`config.mk`:
```
export PLATFORM = sky130hd
export DESIGN_NAME = ad_sched_flat
export DESIGN_NICKNAME = d
export VERILOG_FILES = /design/src/rtl/ad_sched_if.sv /design/src/rtl/ad_sched.sv /design/src/flat_wrapper.sv
export SDC_FILE = /design/constraint.sdc
export NUM_CORES = 1
export LEC_CHECK = 0
export BUFFER_PORTS_ARGS = -buffer_cell sky130_fd_sc_hd__buf_4
export CAP_MARGIN = 25
export CORE_MARGIN = 2
export CORE_UTILIZATION = 37
export CTS_CLUSTER_DIAMETER = 80
export DETAILED_ROUTE_END_ITERATION = 8
export PLACE_DENSITY = 0.68
export SYNTH_ARGS = -nofsm -noshare
export SYNTH_HDL_FRONTEND = slang
export SYNTH_SLANG_ARGS = --single-unit
```
`constraint.sdc`:
```
create_clock -name clk_sys -period 4.7 [get_ports clk_sys]
set_input_delay 0.94 -clock clk_sys [delete_from_list [all_inputs] [get_ports clk_sys]]
set_output_delay 0.94 -clock clk_sys [all_outputs]
set_load 0.02 [all_outputs]
```
`src/rtl/ad_sched_if.sv`:
```
// Bus bundle for ad_sched: fx slave port, per-channel AD strobes/data and the
// merged sample stream.
interface ad_sched_if #(
  parameter int NCH = 8
);
  logic                 fx_wr;
  logic [21:0]          fx_waddr;
  logic [7:0]           fx_data;
  logic                 fx_rd;
  logic [21:0]          fx_raddr;
  logic [7:0]           fx_q;
  logic [NCH-1:0]       ad_start;
  logic [NCH-1:0]       ad_vld;
  logic [16*NCH-1:0]    ad_data;
  logic                 out_vld;
  logic                 out_rdy;
  logic [15:0]          out_data;
  logic [$clog2(NCH)-1:0] out_ch;

  modport slave (
    input  fx_wr, fx_waddr, fx_data, fx_rd, fx_raddr, ad_vld, ad_data, out_rdy,
    output fx_q, ad_start, out_vld, out_data, out_ch
  );
  modport master (
    output fx_wr, fx_waddr, fx_data, fx_rd, fx_raddr, ad_vld, ad_data, out_rdy,
    input  fx_q, ad_start, out_vld, out_data, out_ch
  );
endinterface

```
`src/rtl/ad_sched.sv`:
```
// AD channel sequencer: periodic start pulses, one-deep per-channel holding
// slots, round-robin merge onto a valid/ready stream, fx slave registers.

module ad_sched_slot (
  input  logic        clk_sys,
  input  logic        rst,
  input  logic        cap_i,
  input  logic        gnt_i,
  input  logic [15:0] din_i,
  output logic        pend_o,
  output logic [15:0] data_o,
  output logic        ovf_o
);
  logic        pend_q;
  logic [15:0] data_q;

  // A grant frees the slot in the same cycle, so a coincident sample reloads it.
  assign ovf_o  = cap_i & pend_q & ~gnt_i;
  assign pend_o = pend_q;
  assign data_o = data_q;

  always_ff @(posedge clk_sys) begin
    if (rst) begin
      pend_q <= 1'b0;
      data_q <= '0;
    end else if (cap_i && (!pend_q || gnt_i)) begin
      pend_q <= 1'b1;
      data_q <= din_i;
    end else if (gnt_i) begin
      pend_q <= 1'b0;
    end
  end
endmodule

module ad_sched #(
  parameter int          NCH     = 8,
  parameter logic [15:0] PER_RST = 16'd1000
) (
  input  logic          clk_sys,
  input  logic          rst,
  input  logic          pluse_us,
  input  logic [5:0]    dev_id,
  ad_sched_if.slave     bus
);
  localparam int CW = $clog2(NCH);

  logic [NCH-1:0]        en_mask_q;
  logic [15:0]           period_q;
  logic                  run_q;
  logic [NCH-1:0]        ovf_q, ovf_d, ovf_set;
  logic [15:0]           cnt_q, cnt_d;
  logic                  tick;
  logic [NCH-1:0]        ad_start_q;
  logic [7:0]            fx_q_q, rd_val;
  logic [CW-1:0]         rr_q;
  logic                  out_vld_q;
  logic [15:0]           out_data_q;
  logic [CW-1:0]         out_ch_q;

  logic                  wr_sel, rd_sel, cfg_wr;
  logic [7:0]            woff;
  logic [NCH-1:0][15:0]  din, slot_data;
  logic [NCH-1:0]        cap, pend, gnt;
  logic                  load_out, gnt_vld;
  logic [CW-1:0]         gnt_ch;

  assign wr_sel = bus.fx_wr && (bus.fx_waddr[21:16] == dev_id);
  assign rd_sel = bus.fx_rd && (bus.fx_raddr[21:16] == dev_id);
  assign woff   = bus.fx_waddr[7:0];
  assign cfg_wr = wr_sel && (woff == 8'h01 || woff == 8'h02 || woff == 8'h03);

  assign din = bus.ad_data;
  assign cap = bus.ad_vld & en_mask_q;

  ad_sched_slot u_slot [NCH-1:0] (
    .clk_sys (clk_sys),
    .rst     (rst),
    .cap_i   (cap),
    .gnt_i   (gnt),
    .din_i   (din),
    .pend_o  (pend),
    .data_o  (slot_data),
    .ovf_o   (ovf_set)
  );

  // Round-robin search from rr_q; the downward loop leaves the nearest hit.
  always_comb begin
    logic [CW-1:0] idx;
    gnt_vld = 1'b0;
    gnt_ch  = '0;
    idx     = '0;
    for (int k = NCH-1; k >= 0; k--) begin
      idx = rr_q + k[CW-1:0];
      if (pend[idx]) begin
        gnt_vld = 1'b1;
        gnt_ch  = idx;
      end
    end
  end

  assign load_out = !out_vld_q || bus.out_rdy;
  assign gnt      = (load_out && gnt_vld) ? (NCH'(1) << gnt_ch) : '0;

  always_comb begin
    tick  = 1'b0;
    cnt_d = cnt_q;
    if (cfg_wr || !run_q || period_q == 16'd0) begin
      cnt_d = '0;
    end else if (pluse_us) begin
      if (cnt_q == period_q - 16'd1) begin
        cnt_d = '0;
        tick  = 1'b1;
      end else begin
        cnt_d = cnt_q + 16'd1;
      end
    end
  end

  // Hardware set outranks a coincident write-1-to-clear.
  always_comb begin
    ovf_d = ovf_q;
    if (wr_sel && woff == 8'h04) ovf_d = ovf_d & ~bus.fx_data[NCH-1:0];
    ovf_d = ovf_d | ovf_set;
  end

  always_comb begin
    case (bus.fx_raddr[7:0])
      8'h00:   rd_val = en_mask_q;
      8'h01:   rd_val = period_q[7:0];
      8'h02:   rd_val = period_q[15:8];
      8'h03:   rd_val = {7'd0, run_q};
      8'h04:   rd_val = ovf_q;
      default: rd_val = 8'h00;
    endcase
  end

  always_ff @(posedge clk_sys) begin
    if (rst) begin
      en_mask_q  <= '0;
      period_q   <= PER_RST;
      run_q      <= 1'b0;
      ovf_q      <= '0;
      cnt_q      <= '0;
      ad_start_q <= '0;
      fx_q_q     <= '0;
      rr_q       <= '0;
      out_vld_q  <= 1'b0;
      out_data_q <= '0;
      out_ch_q   <= '0;
    end else begin
      if (wr_sel) begin
        case (woff)
          8'h00:   en_mask_q      <= bus.fx_data[NCH-1:0];
          8'h01:   period_q[7:0]  <= bus.fx_data;
          8'h02:   period_q[15:8] <= bus.fx_data;
          8'h03:   run_q          <= bus.fx_data[0];
          default: ;
        endcase
      end
      ovf_q      <= ovf_d;
      cnt_q      <= cnt_d;
      ad_start_q <= tick ? en_mask_q : '0;
      fx_q_q     <= rd_sel ? rd_val : 8'h00;
      if (load_out) begin
        out_vld_q <= gnt_vld;
        if (gnt_vld) begin
          out_data_q <= slot_data[gnt_ch];
          out_ch_q   <= gnt_ch;
          rr_q       <= gnt_ch + CW'(1);
        end
      end
    end
  end

  assign bus.fx_q     = fx_q_q;
  assign bus.ad_start = ad_start_q;
  assign bus.out_vld  = out_vld_q;
  assign bus.out_data = out_data_q;
  assign bus.out_ch   = out_ch_q;
endmodule

```
`src/flat_wrapper.sv`:
```
// flat-port wrapper written by rule: the top's interface ports become plain ports
module ad_sched_flat 
#(
  parameter int          NCH     = 8,
  parameter logic [15:0] PER_RST = 16'd1000
)
  (clk_sys, rst, pluse_us, dev_id, bus_fx_wr, bus_fx_waddr, bus_fx_data, bus_fx_rd, bus_fx_raddr, bus_ad_vld, bus_ad_data, bus_out_rdy, bus_fx_q, bus_ad_start, bus_out_vld, bus_out_data, bus_out_ch);
  ad_sched_if #(.NCH(NCH)) bus_i ();
  input  logic clk_sys;
  input  logic rst;
  input  logic pluse_us;
  input  logic [5:0] dev_id;
  input wire logic [$bits(bus_i.fx_wr)-1:0] bus_fx_wr;
  input wire logic [$bits(bus_i.fx_waddr)-1:0] bus_fx_waddr;
  input wire logic [$bits(bus_i.fx_data)-1:0] bus_fx_data;
  input wire logic [$bits(bus_i.fx_rd)-1:0] bus_fx_rd;
  input wire logic [$bits(bus_i.fx_raddr)-1:0] bus_fx_raddr;
  input wire logic [$bits(bus_i.ad_vld)-1:0] bus_ad_vld;
  input wire logic [$bits(bus_i.ad_data)-1:0] bus_ad_data;
  input wire logic [$bits(bus_i.out_rdy)-1:0] bus_out_rdy;
  output wire logic [$bits(bus_i.fx_q)-1:0] bus_fx_q;
  output wire logic [$bits(bus_i.ad_start)-1:0] bus_ad_start;
  output wire logic [$bits(bus_i.out_vld)-1:0] bus_out_vld;
  output wire logic [$bits(bus_i.out_data)-1:0] bus_out_data;
  output wire logic [$bits(bus_i.out_ch)-1:0] bus_out_ch;
  assign bus_i.fx_wr = bus_fx_wr;
  assign bus_i.fx_waddr = bus_fx_waddr;
  assign bus_i.fx_data = bus_fx_data;
  assign bus_i.fx_rd = bus_fx_rd;
  assign bus_i.fx_raddr = bus_fx_raddr;
  assign bus_i.ad_vld = bus_ad_vld;
  assign bus_i.ad_data = bus_ad_data;
  assign bus_i.out_rdy = bus_out_rdy;
  assign bus_fx_q = bus_i.fx_q;
  assign bus_ad_start = bus_i.ad_start;
  assign bus_out_vld = bus_i.out_vld;
  assign bus_out_data = bus_i.out_data;
  assign bus_out_ch = bus_i.out_ch;
  ad_sched #(.NCH(NCH), .PER_RST(PER_RST)) u_core (.clk_sys(clk_sys), .rst(rst), .pluse_us(pluse_us), .dev_id(dev_id), .bus(bus_i));
endmodule
```
==> results.py <==
metrics = {
    "floorplanning": {
        "start_util": 0.378,
        "ios": 236,
        "die-width_um": 178,
        "std_cell_rows": 63,
        "coreArea_mm2": 0.0298,
        "die_area_mm2": 0.0318,
        "dieHeight_um": 178,
    },
    "routing": {
        "drtPass1Iterations": 5,
        "num_vias": 9788,
        "wirelength_um": 33100,
        "wl_per_cell_um": 18.1,
        "postRouteAntennaNets": 0,
        "drc": 0,
        "drtIter0Drc": 732,
        "via_per_inst": 5.35,
    },
    "worst_hold_path": {
        "worstHoldEndpoint": "u_core.u_slot[7].data_o[15]",
        "hold_start": "u_core.u_slot[7].data_o[15]",
        "hold_path.class": "reg2reg",
        "holdPathStages": 2,
    },
    "yosys": {
        "postSynthCellCount": 1235,
        "syn_avg_cell_area_um2": 9.11,
        "synth_common_cells": "dfxtp_1, nor2_1, mux2i_1, nand2_1, a21oi_1",
        "ys_async_sr_fraction": 0,
        "yosys_warnings": 0,
        "synthMostInstantiatedCell": "dfxtp_1",
        "synth.area.top_cells": "dfxtp_1, mux2i_1, nor2_1, nand2_1, mux4_2",
        "ys.flop_type": "dfxtp_1",
        "synth_top_area_frac": 0.399,
        "ys_seq_area_frac": 0.399,
        "ys_types": 71,
        "synth_seq_cells": 224,
        "synth_nets": 1440,
        "synth_area_leader_cell": "dfxtp_1",
        "netlist_area_mm2": 0.0112,
        "synth_edf_count": 0,
    },
    "sta": {
        "fin_crit_sh": 0.911,
        "fin_tns_setup_ps": 0,
        "setup-violations-final": 0,
        "rsz0062_at_grt": "no",
        "maxSlewHeadroom": 0.392,
        "maxSlewViolCount": 0,
        "clock_skew_ps": 19.2,
        "min_period_ps": 4280,
        "worstMarginPinSlew_ps": 912,
        "finalHoldViolations": 0,
        "fmax_mhz": 233,
    },
    "clock_network": {
        "cts_buffer_depth": 3,
        "cts_hold_buf": 0,
        "numCtsBuffers": 25,
        "clock-root-buffer": "clkbuf_16",
        "cts.sink_count": 224,
        "cts_tree": "built",
        "path_clk_slew_ps": 60,
        "htree_levels": 1,
        "insertion_delay_ps": 540,
    },
    "power_and_ir_drop": {
        "powerDensity_mw_per_mm2": 297,
        "irDropWorstVdd_mv": 0.229,
        "p_leak_nw": 5.44,
    },
    "critical_path": {
        "cp.required_ps": 5080,
        "cp-start-kind": "flop",
        "r2r-end": "u_core.u_slot[7].data_o[9]",
        "reg2reg_slack_ps": 420,
        "critPathArrivalTime_ps": 4660,
        "critical_path.endpoint_type": "flop",
        "reg2reg_depth": 15,
        "critPathMaxFanout": 21,
        "worst-setup-path-type": "reg2reg",
        "rr_startpoint": "u_core.rr_q[1]",
    },
    "placed_design": {
        "gp_congestion": 0.909,
        "postPlaceCellArea_mm2": 0.0131,
        "hpwl_um": 24300,
        "port_buffers": 219,
    },
    "global_route": {
        "grt_pass1_wl_um": 50000,
        "antenna_found_initial": 4,
        "grt_pass1_vias": 9251,
        "overflow": 0,
        "grt_start_max_net_pins": 99,
        "track_usage": 0.201,
    },
    "cells_and_area": {
        "fin_nets": 1625,
        "finalInstanceArea_mm2": 0.0140,
        "drive_gt1_frac": 0.242,
        "syn2layout_area_growth_pct": 24.6,
    },
    "outcome": {
        "status": "finished clean",
    },
    "flow_run": {
        "maxCapViolations": 0,
    },
}
metrics by stage:
step           setup slack [ps]   util  power (mW)  hold slack (ps)  std cells
2_1_floorplan               149      -        1.99              428       1235
3_3_place_gp                503  0.441        2.14              443       1783
3_5_place_dp                382  0.441        2.14              444       1783
4_1_cts                     345  0.470        4.19              452       1828
5_1_grt                    25.1  0.470        4.28              480       1831
6_report                    416  0.470        4.16              452       1831
repair_timing:
action,CTS,global route
setup endpoints to repair,0,7
resized for setup,0,1
setup buffers,0,0
state kept, by name, summed over array words and instances (netlist names), 8 cells and up:
name,cells
u_core.u_slot.data_o,128
u_core.bus.out_data,16
u_core.cnt_q,16
u_core.period_q,16
u_core.bus.ad_start,8
u_core.bus.fx_q,8
u_core.en_mask_q,8
u_core.ovf_q,8
u_core.u_slot.pend_o,8
how the worst max path moves through the flow:
stage              startpoint                     endpoint  slack [ps]
2_1_floorplan  u_core.rr_q[1]  u_core.u_slot[7].data_o[12]         150
3_3_place_gp   u_core.rr_q[1]   u_core.u_slot[7].data_o[4]         500
3_5_place_dp   u_core.rr_q[1]  u_core.u_slot[7].data_o[13]         380
4_1_cts        u_core.rr_q[1]  u_core.u_slot[7].data_o[13]         350
5_1_grt        u_core.rr_q[1]   u_core.u_slot[7].data_o[0]          30
6_report       u_core.rr_q[1]   u_core.u_slot[7].data_o[9]         420
layout by cell type (no fill, tap or decap), types with 26 or more instances in the layout:
cell	count
a21oi_1	68
xnor2_1	30
nor2_1	176
dfxtp_1	224
mux2i_1	168
o21ai_0	39
buf_4	242
nand3_1	33
nand2_1	113
mux2_2	26
per-layer routing:
layer / track usage / vias to the layer above / wire [µm]
met5: 0 / - / 12
met4: 0.0606 / 2 / 800
met3: 0.0360 / 52 / 2330
met2: 0.327 / 322 / 15600
met1: 0.270 / 4674 / 14400
li1: - / 4738 / -
kinds of logic (layout without fill, tap and decap cells):
group | Yosys count | after routing | synth area share
AND/OR/NAND/NOR | 427 | 427 | 0.173
XOR/XNOR | 53 | 53 | 0.0413
other | 0 | 3 | 0
AO/OA/AOI/OAI | 208 | 208 | 0.124
multiplexers | 213 | 213 | 0.212
flip-flops | 224 | 224 | 0.399
buffers and inverters | 105 | 308 | 0.0459
adder cells (fa/ha/maj) | 5 | 5 | 0.00556
power by group:
group / leakage (nW) / switching [mW] / total [mW] / internal [mW]
combinational: 3.20 / 0.0855 / 0.200 / 0.114
clock: 0.435 / 0.826 / 2.06 / 1.23
sequential: 1.80 / 0.000214 / 1.90 / 1.90
worst max-delay path, cell delays in order (launching register included):
cell,delay [ps]
dfxtp_1,330
buf_4,250
ha_1,420
xor2_1,300
mux4_2,400
a211oi_4,290
o21a_1,220
mux2_4,370
clkinv_1,150
nor2_1,110
ha_1,160
inv_1,40
o21ai_0,230
nand3_1,520
nand2_1,230
a21oi_1,80
area by class of cell:
type                       count  area [µm²]
multi-input combinational    906        6250
timing repair buffer         243        1830
inverter                      20        75.1
sequential                   224        4480
clock buffer                  33         706
clock inverter                12         169
fill                        2861       15800
antenna                        3        7.51
tap                          390         488
No activity file was read; power rests on OpenSTA's default activity.
